===== src/rtl/clock_display_mux.sv =====
// clock_display_mux: six-digit multiplexed 7-segment clock display; blinking of the edited field is built only with CLOCK_DISPLAY_BLINK_EN
module clock_display_mux #(
  parameter int SCAN_DIV = 4,
  parameter int BLINK_DIV = 32
) (
  input  logic       clk,
  input  logic       reset,
  input  logic [1:0] hour1,
  input  logic [3:0] hour2,
  input  logic [2:0] min1,
  input  logic [3:0] min2,
  input  logic [2:0] sec1,
  input  logic [3:0] sec2,
  input  logic [1:0] set_field,
  output logic [5:0] an,
  output logic [6:0] seg,
  output logic       dp
);
  logic [7:0] presc;
  logic [2:0] idx;
  logic [3:0] digit;
  logic [6:0] seg_d;
  logic       tick;
  logic       blank;
  assign tick = presc == 8'(SCAN_DIV - 1);
  // scan prescaler and digit index
  always_ff @(posedge clk) begin
    if (reset) begin
      presc <= '0;
      idx <= '0;
    end else begin
      presc <= tick ? 8'd0 : presc + 8'd1;
      if (tick) idx <= (idx == 3'd5) ? 3'd0 : idx + 3'd1;
    end
  end
  // select the digit for the current slot, tens digits zero-extended
  always_comb begin
    digit = idx == 3'd0 ? {2'b0, hour1} :
            idx == 3'd1 ? hour2 :
            idx == 3'd2 ? {1'b0, min1} :
            idx == 3'd3 ? min2 :
            idx == 3'd4 ? {1'b0, sec1} : sec2;
  end
  // BCD to active-low segments; 10..15 show a dash
  always_comb begin
    case (digit)
      4'd0: seg_d = 7'h40;
      4'd1: seg_d = 7'h79;
      4'd2: seg_d = 7'h24;
      4'd3: seg_d = 7'h30;
      4'd4: seg_d = 7'h19;
      4'd5: seg_d = 7'h12;
      4'd6: seg_d = 7'h02;
      4'd7: seg_d = 7'h78;
      4'd8: seg_d = 7'h00;
      4'd9: seg_d = 7'h10;
      default: seg_d = 7'h3F;
    endcase
  end
`ifdef CLOCK_DISPLAY_BLINK_EN
  logic [15:0] bcnt;
  logic        bphase;
  // free-running blink timer, independent of the scan and of set_field
  always_ff @(posedge clk) begin
    if (reset) begin
      bcnt <= '0;
      bphase <= 1'b0;
    end else begin
      bcnt <= (bcnt == 16'(BLINK_DIV - 1)) ? 16'd0 : bcnt + 16'd1;
      if (bcnt == 16'(BLINK_DIV - 1)) bphase <= ~bphase;
    end
  end
  assign blank = bphase && (set_field == 2'(idx[2:1] + 3'd1));
`else
  logic unused_set_field;
  assign unused_set_field = ^set_field;
  assign blank = 1'b0;
`endif
  // registered display outputs, colon after hours and minutes
  always_ff @(posedge clk) begin
    if (reset) begin
      an <= 6'h3F;
      seg <= 7'h7F;
      dp <= 1'b1;
    end else begin
      an <= ~(6'd1 << idx);
      seg <= blank ? 7'h7F : seg_d;
      dp <= !(idx == 3'd1 || idx == 3'd3);
    end
  end
endmodule


===== config.mk =====
export PLATFORM = sky130hd
export DESIGN_NAME = clock_display_mux
export DESIGN_NICKNAME = d
export VERILOG_FILES = /design/src/rtl/clock_display_mux.sv
export SDC_FILE = /design/constraint.sdc
export NUM_CORES = 1
export LEC_CHECK = 0
export CORE_ASPECT_RATIO = 0.6
export CORE_MARGIN = 3
export CORE_UTILIZATION = 48
export CTS_BUF_LIST = sky130_fd_sc_hd__clkbuf_8
export CTS_CLUSTER_DIAMETER = 200
export CTS_CLUSTER_SIZE = 30
export DETAILED_ROUTE_END_ITERATION = 12
export GPL_ROUTABILITY_DRIVEN = 0
export PLACE_DENSITY = 0.81
export SYNTH_ARGS = -nofsm -noshare
export SYNTH_HDL_FRONTEND = slang
export SYNTH_SLANG_ARGS = --single-unit

===== constraint.sdc =====
create_clock -name clk -period 3.4 [get_ports clk]
set_input_delay 0.68 -clock clk [delete_from_list [all_inputs] [get_ports clk]]
set_output_delay 0.68 -clock clk [all_outputs]
set_load 0.03 [all_outputs]

# [Word level (Yosys, flattened, before mapping)]
# Memory sizes are Yosys's and may differ from the RTL's. A register that Yosys moved wholly into a read port is not among the register bits.
# Index checks and enable logic that the tools add are counted.
[word_totals] register_bits=18 rom_bits=112 word_cells=25 memories=1
[classes] add_sub_neg=2 eq_ne=6 shift=1 muxes=6 n_bitwise=1 n_reduce_logical=4
[memory_table] name="(no name shown)" depth=16 word_bits=7 read_ports=1 rd_clocked_by_memory_dff=1 write_ports=0 line="46" source="case (digit)"
[ops] op="4-bit 2-to-1 mux" n=5
[ops] op="8-bit by 1-bit adder with 8-bit output, second input constant" n=1
[ops] op="8-bit by 2-bit equality test with 1-bit output, second input constant" n=1
[ops] op="3-bit by 2-bit equality test with 1-bit output, second input constant" n=2
[ops] op="3-bit equality test, second input constant" n=2
[ops] op="6-bit inverter" n=1
[ops] op="1-bit by 3-bit << shifter with 6-bit output, first input constant" n=1
[ops] op="3-bit by 1-bit adder with 3-bit output, second input constant" n=1
[ops] op="3-bit by 1-bit equality test with 1-bit output, second input constant" n=1
[ops] op="3-bit logical NOT" n=1
[ops] op="3-bit 2-to-1 mux" n=1
[ops] op="2-bit OR reduction" n=1
[ops] op="1-bit logical NOT" n=1
[ops] op="1-bit logical OR" n=1

# [Depth between registers and ports, before layout]
# Gate-level depths: netlist (run 1).
[logic_depth] depth_word=6 depth_mapped=11

# [Worst setup path before layout (run 1)]
# No wires, ideal clock.
[synth_path] path_kind="register to register" startpoint="register idx[1]" endpoint="register seg[3]" setup_time_ns=0.134 arrival_time_ns=2.371 slack_ns=0.896 path_stages_with_launch=12 period_less_slack_ns=2.504 path_cell_list="dfxtp_1 -> buf_4 -> and2_1 -> ha_1 -> buf_2 -> inv_1 -> o2bb2ai_1 -> o32ai_2 -> inv_1 -> ha_1 -> nor4_1 -> nor3_1"
[synth_via] elab_chain_len=6 elab_cells_between_ends=10 classes_between="eq/ne (4); mux (5); reduce/logical (1)"
[synth_rtl] item="start: declaration" line="20" source="logic [2:0] idx;"
[synth_rtl] item="start signal: assignment" line="33" source="if (tick) idx <= (idx == 3'd5) ? 3'd0 : idx + 3'd1;"
[synth_rtl] item="3-bit equality test" line="42" source="idx == 3'd4 ? {1'b0, sec1} : sec2;"
[synth_rtl] item="4-bit 2-to-1 mux" line="42"
[synth_rtl] item="4-bit 2-to-1 mux" line="41" source="idx == 3'd3 ? min2 :"
[synth_rtl] item="4-bit 2-to-1 mux" line="40" source="idx == 3'd2 ? {1'b0, min1} :"
[synth_rtl] item="4-bit 2-to-1 mux" line="39" source="idx == 3'd1 ? hour2 :"
[synth_rtl] item="4-bit 2-to-1 mux *" line="38" source="digit = idx == 3'd0 ? {2'b0, hour1} :"
[synth_rtl] item="end: declaration" line="16" source="output logic [6:0] seg,"
# Mark *: on every way between the ends. The rest lies on a longest branch, timed or not.
# A chain may end at the register's enable or synchronous reset.

# [Worst setup path after layout (run 1)]
[layout_path] startpoint="input hour2[1]" endpoint="register seg[3]"
[layout_via] elab_chain_len=2
[layout_rtl] item="start: declaration" line="9" source="input logic [3:0] hour2,"
[layout_rtl] item="4-bit 2-to-1 mux" line="39"
[layout_rtl] item="4-bit 2-to-1 mux" line="38"
# No other way between the ends.

==> flow_summary_export.csv, run 1 <==
group,metric,value,unit
run_status,run_status,"finished, final reports clean",
grt,first_pass_grt_wire_length,5.24,mm
place,io_buffer_count,35,
die,design.core.area,2360,µm²
routing,detailedRoute.firstPassIterationCount,4,
die,initial_core_util,55.1,%
hold_path,min-delay-path-class,"reg -> reg",
worst_setup_path,critical_path.startpoint,"hour2[1]",
die,design.portCount,38,
sta,hold_fails_final_rpt,0,
synthesis,synthCells,138,
synthesis,postSynthNetCount,169,
cells_and_area,drive_above_1_share,9.20,%
cells_and_area,design_area,1710,µm²
cts,tritoncts.num_buffers,3,
power,p_seq_share,49.4,%
sta,timing.final.setup_violations,0,
worst_setup_path,worst-path-buf-inv,2,
worst_setup_path,critical_path.top_delay_family,"simple AND/OR/NAND/NOR gates",
worst_setup_path,required,3.54,ns
synthesis,asyncSetResetFlopFracSynth,0,%
routing,remaining_drc_errors,0,
synthesis,seq_area_frac_synth,38.5,%
sta,rsz0062_at_grt,"no",
routing,routed_wire_length_per_instance,15.4,µm
worst_setup_path,worstPathMaxFanout,5,
power,power_density,374,nW/µm²
cells_and_area,antenna_cells,0,
sta,clock.fmax,363,MHz
sta,period_share,81.1,%
sta,finalClockSkew,0.00289,ns
power,pwr-share-comb,22.9,%
cells_and_area,area_growth_syn_to_layout,31.9,%
synthesis,synth_flop_cell,"dfxtp_1",
worst_setup_path,cpPeakStageDelay,0.51,ns
cts,ctsHtreeMaxLevel,1,
power,p_leak,0.665,nW
power,netSwitchingFraction,28.0,%
worst_setup_path,critical_path.endpoint,"seg[3]$_SDFF_PP1_",
job,cap_viol_max_count,0,
sta,timing.setup.tns,0,ns
sta,maxSlewHeadroom,61.8,%
routing,ant_nets,0,
place,place_hpwl,2.50,mm
routing,vias,1145,
worst_setup_path,critPathLaunchType,"input pin",
sta,worst-slew-pin-transition,0.571,ns
cts,cts_root_buffer,"clkbuf_8",
worst_setup_path,crit_path_top_delay_cell,"nor4b_1",
cells_and_area,final_net_count,206,
synthesis,ys_seq_elements,25,
cts,tritoncts,"yes",
power,total_switching_power,0.000179,W
routing,wirelength,3.15,mm
routing,m1WireLength,1.56,mm
synthesis,synthesis.area,1300,µm²
routing,highest_layer,"met4",
die,die_area,3390,µm²
synthesis,netlist.top_cell.by_area,"dfxtp_1",
worst_setup_path,setup.reg_to_reg.worst_slack,0.74,ns
power,power.ir.vdd_worst,0.269,mV
cts,cts_hold_buf,0,
worst_setup_path,worst_ep_arrival_time,2.90,ns
routing,route.met3.wl,321,µm
worst_setup_path,crit-reg2reg-launch,"idx[2]$_SDFFE_PP0P_",
sta,fin_hold_ws,0.499,ns
routing,detailroute.wirelength.met2,1.24,mm
cts,cts.repair.resized,0,
cts,clock_path_buffers,2,
die,die_width,73.2,µm
synthesis,avgSynthCellArea,9.42,µm²
worst_setup_path,r2r_end,"seg[3]$_SDFF_PP1_",
synthesis,synth-edff-count,0,
grt,grt.total_usage,20.6,%
cts,clock_insertion_delay_worst_skew,0.27,ns
synthesis,post_synth_num_cell_types,42,
worst_setup_path,critPathCaptureType,"flop",
die,rows,13,
synthesis,synth-warning-count,0,
grt,antenna_found_initial,0,
grt,number_of_global_route_vias_before_repair,1060,
place,post_dp_cell_area,1670,µm²
synthesis,post-synth-top-count-cell,"dfxtp_1",
synthesis,yosys-top-cells-area,"dfxtp_1, ha_1, nor2_1",
cts,tritoncts_num_sinks,25,
sta,fin_crit,2.76,ns
worst_setup_path,worstRegToRegCells,9,
grt,grt.overflow.total,0,
worst_setup_path,path_class,"in -> reg",
routing,drt_first_iter_violations,100,
cts,path_clk_slew,0.09,ns
worst_setup_path,crit_path_cell_trace,"clkdlybuf4s50_1 > nand2b_1 > a21o_2 > a32oi_1 > inv_1 > ha_1 > nor4b_1 > nor3_1",
die,die-height,46.3,µm
synthesis,synth_common_cells,"dfxtp_1, nor2_1, nand2_1",
worst_setup_path,cp.depth,8,
routing,vias_per_cell,5.61,
sta,slew_violations,0,
power,cell_internal_pwr,0.000462,W
power,pwr-share-clk,27.6,%
cts,post_cts_repair_setup_buffers,0,
grt,pin_count_of_the_biggest_net_entering_global_routing,16,
synthesis,synth_top_area_share,38.5,%
==> stage by stage <==
| stage | worst slack (ns) | utilization (%) | std cells | total power (W) |
|---|---|---|---|---|
| 2_1_floorplan | 0.896 | - | 138 | 0.000407 |
| 4_1_cts | 0.652 | 72.7 | 204 | 0.000645 |
| 3_5_place_dp | 0.369 | 70.6 | 200 | 0.000470 |
| 6_report | 0.643 | 72.7 | 204 | 0.000641 |
| 5_1_grt | 0.444 | 72.7 | 204 | 0.000671 |
| 3_3_place_gp | 0.521 | 70.6 | 200 | 0.000465 |
==> worst min path at each step <==
stage	endpoint	start	slack, ns	depth (start not counted)
4_1_cts	presc[0]$_SDFF_PP0_	presc[0]$_SDFF_PP0_	0.50	1
6_report	presc[0]$_SDFF_PP0_	presc[0]$_SDFF_PP0_	0.50	1
2_1_floorplan	presc[0]$_SDFF_PP0_	presc[0]$_SDFF_PP0_	0.44	1
3_5_place_dp	presc[0]$_SDFF_PP0_	presc[0]$_SDFF_PP0_	0.48	1
3_3_place_gp	presc[0]$_SDFF_PP0_	presc[0]$_SDFF_PP0_	0.46	1
5_1_grt	presc[0]$_SDFF_PP0_	presc[0]$_SDFF_PP0_	0.50	1
==> routing by layer <==
layer	GRT usage, %	up-vias
met5	0	-
met4	5.88	0
met3	5.01	4
met2	28.8	61
met1	30.7	504
li1	-	576
==> logic make-up after synthesis <==
family	after synthesis	synth area share [%]
mux	4	3.27
simple gates	58	26.3
compound gates	27	16.3
fa+ha+maj	7	6.74
buf+inv	11	4.91
xor+xnor	6	4.04
flops	25	38.5
==> sequential cells by signal (all words and copies together), names as in the netlist <==
register  cells
presc         8
seg           7
an            6
idx           3
dp            1
==> power by group through the flow <==
| stage | Clock, W | Combinational, W | Sequential (W) |
|---|---|---|---|
| 2_1_floorplan | 0 | 0.0000601 | 0.000346 |
| 3_3_place_gp | 0 | 0.000142 | 0.000323 |
| 3_5_place_dp | 0 | 0.000146 | 0.000324 |
| 4_1_cts | 0.000181 | 0.000147 | 0.000317 |
| 5_1_grt | 0.000194 | 0.000159 | 0.000319 |
| 6_report | 0.000177 | 0.000147 | 0.000317 |
==> placed cells by master (no fill, tap or decap), types with 2 or more instances in the layout <==
master and n:
ha_1 7, nor2b_1 4, nor3_1 6, clkdlybuf4s50_1 35
xor2_1 5, nor4b_1 2, o2bb2ai_1 3, nand2b_1 3
and3_1 2, a21o_1 3, nand3_1 7, o21ai_1 3
o21ai_0 3, buf_4 3, clkbuf_8 3, inv_1 5
a31oi_1 2, and2_1 3, nand2_1 9, a2bb2oi_1 2
a311oi_1 2, mux2_2 2, nor4_1 4, dfxtp_1 25
mux2i_1 2, nor2_1 12
==> area by class of cell <==
type | count | area, µm²
multi-input cells | 102 | 736
fillers | 172 | 644
flip-flops and latches | 25 | 500
repair buffers | 38 | 373
clock buffers | 3 | 41.3
well taps | 30 | 37.5
inverters | 5 | 18.8
clock inverters | 1 | 7.51
(Power assumes the default switching activity.)
==> inputs of run 2 (changes only) <==
==> constraint.sdc (replaced) <==
create_clock -name clk -period 2.7 [get_ports clk]
set_input_delay 0.54 -clock clk [delete_from_list [all_inputs] [get_ports clk]]
set_output_delay 0.54 -clock clk [all_outputs]
set_load 0.03 [all_outputs]
==> run 2 against run 1 <==
Largest cell class unchanged. Critical endpoint unchanged. Combinational power up 30%. Highest routed layer unchanged. First-iteration DRC count is 19% lower. Utilization is 1.6 points higher. Sequential share of layout area is 0.63 points lower. Die area unchanged. Global-route usage increased by 1.7 points. Non-clock buffer count up 5. Worst hold slack got worse by 0.0042 ns.
==> flow_summary_export.csv, run 2 (synthesis results as in run 1) <==
group,metric,value,unit
grt,number_of_global_route_vias_before_repair,1161,
job,cap_viol_max_count,0,
cts,ctsHtreeMaxLevel,1,
power,power_density,464,nW/µm²
worst_setup_path,required,2.85,ns
routing,remaining_drc_errors,0,
power,netSwitchingFraction,27.8,%
cells_and_area,area_growth_syn_to_layout,34.7,%
die,design.core.area,2360,µm²
worst_setup_path,path_class,"reg -> reg",
place,place_hpwl,2.59,mm
cells_and_area,largestRegisters,"presc: 8 flops, seg: 7 flops, an: 6 flops",
cts,cts_hold_buf,0,
worst_setup_path,critPathCaptureType,"flop",
power,power.ir.vdd_worst,0.238,mV
cts,clock_path_buffers,2,
power,p_leak,0.689,nW
die,initial_core_util,55.1,%
place,post-place-cells,205,
sta,timing.final.setup_violations,0,
cells_and_area,max_flop_register,"presc",
grt,pin_count_of_the_biggest_net_entering_global_routing,16,
die,rows,13,
die,die-height,46.3,µm
routing,wirelength,3.25,mm
cells_and_area,design_area,1750,µm²
worst_setup_path,critPathLaunchType,"flop",
power,p_seq_share,49.2,%
power,pwr-share-clk,27.3,%
sta,worst-slew-pin-transition,0.493,ns
worst_setup_path,worst_ep_arrival_time,2.44,ns
grt,first_pass_grt_wire_length,5.62,mm
sta,clock.fmax,436,MHz
routing,drt_first_iter_violations,81,
cells_and_area,final_net_count,211,
sta,period_share,85.0,%
cells_and_area,post-route-util,74.3,%
cts,post_cts_repair_setup_buffers,0,
die,design.portCount,38,
routing,vias_per_cell,5.66,
worst_setup_path,setup.reg_to_reg.worst_slack,0.40,ns
die,die_width,73.2,µm
sta,maxSlewHeadroom,66.8,%
cells_and_area,largest_reg_flops,8,
power,pwr-share-comb,23.5,%
sta,fin_crit,2.30,ns
run_status,run_status,"finished, final reports clean",
grt,antenna_found_initial,0,
place,post_dp_cell_area,1700,µm²
place,io_buffer_count,35,
grt,grt.overflow.total,0,
cells_and_area,mostFrequentLayoutCell,"clkdlybuf4s50_1",
hold_path,min-delay-path-class,"reg -> reg",
cts,tritoncts_num_sinks,25,
routing,routed_wire_length_per_instance,15.6,µm
cells_and_area,multi_input_comb_area,736,µm²
cts,tritoncts.num_buffers,3,
sta,finalClockSkew,0.00156,ns
power,cell_internal_pwr,0.000587,W
cells_and_area,n_fill_cell,175,
die,die_area,3390,µm²
cts,cts.repair.resized,0,
cts,path_clk_slew,0.08,ns
routing,ant_nets,0,
cts,cts_root_buffer,"clkbuf_8",
sta,rsz0062_at_grt,"no",
sta,slew_violations,0,
power,power,0.000812,W
cells_and_area,drive_above_1_share,11.7,%
cells_and_area,finish.cell_count_without_fillers,209,
cells_and_area,highest_count_cells_in_the_layout_ignoring_fill_and_taps,"clkdlybuf4s50_1, dfxtp_1, nor2_1",
cells_and_area,antenna_cells,0,
cts,tritoncts,"yes",
sta,hold_fails_final_rpt,0,
cts,clock_insertion_delay_worst_skew,0.27,ns
cells_and_area,storage_cell_area,500,µm²
routing,detailedRoute.firstPassIterationCount,4,
sta,timing.setup.tns,0,ns
worst_setup_path,worstPathMaxFanout,7,
routing,vias,1182,
grt,grt.total_usage,22.2,%
power,total_switching_power,0.000225,W
## run 2: changes by cell type in the layout (fill, tap and decap cells not counted), sizes merged
cell / change
buf: +5
## run 2: final timing paths
| path | cells after the start | from | endpoint |
|---|---|---|---|
| setup / recovery | 9 | idx[1]$_SDFFE_PP0P_ | seg[3]$_SDFF_PP1_ |
| hold / removal | 1 | presc[0]$_SDFF_PP0_ | presc[0]$_SDFF_PP0_ |
| setup reg to reg | 9 | idx[1]$_SDFFE_PP0P_ | seg[3]$_SDFF_PP1_ |
| hold reg to reg | 1 | presc[0]$_SDFF_PP0_ | presc[0]$_SDFF_PP0_ |
## run 2: per-layer routing
layer | share of wire (%) | up-vias | track usage, %
met5 | 0 | - | 0
met4 | 0.52 | 0 | 7.72
met3 | 7.9 | 2 | 5.23
met2 | 43 | 54 | 33.0
met1 | 49 | 545 | 31.5
li1 | - | 581 | -
## run 2: metrics by stage
| step | worst slack (ns) | hold slack, ns |
|---|---|---|
| 5_1_grt | 0.148 | 0.547 |
| 3_5_place_dp | 0.226 | 0.476 |
| 4_1_cts | 0.405 | 0.497 |
| 2_1_floorplan | 0.196 | 0.438 |
| 3_3_place_gp | 0.243 | 0.461 |
| 6_report | 0.404 | 0.495 |
## run 2: power by group through the flow
stage | combinational (W) | clock, W | sequential, W
floorplan | 0.0000757 | 0 | 0.000436
global placement | 0.000185 | 0 | 0.000407
detailed placement | 0.000189 | 0 | 0.000408
CTS | 0.000190 | 0.000226 | 0.000400
global route | 0.000207 | 0.000238 | 0.000401
finish | 0.000191 | 0.000222 | 0.000400
## run 2: worst max-delay path, cell delays in order, from the launching register on
cell,delay [ns]
dfxtp_1,0.34
and2_1,0.14
ha_1,0.34
buf_4,0.19
nor3_1,0.05
o32ai_2,0.28
inv_1,0.13
ha_1,0.35
nor4_1,0.28
nor3_1,0.07
## run 2: layout make-up
class / instances / share of cell area [%]
Inverter: 5 / 1.07
Clock inverter: 1 / 0.429
Multi-Input combinational cell: 102 / 42.0
Sequential cell: 25 / 28.6
Timing Repair Buffer: 43 / 23.4
Clock buffer: 3 / 2.36
Tap cell: 30 / 2.14
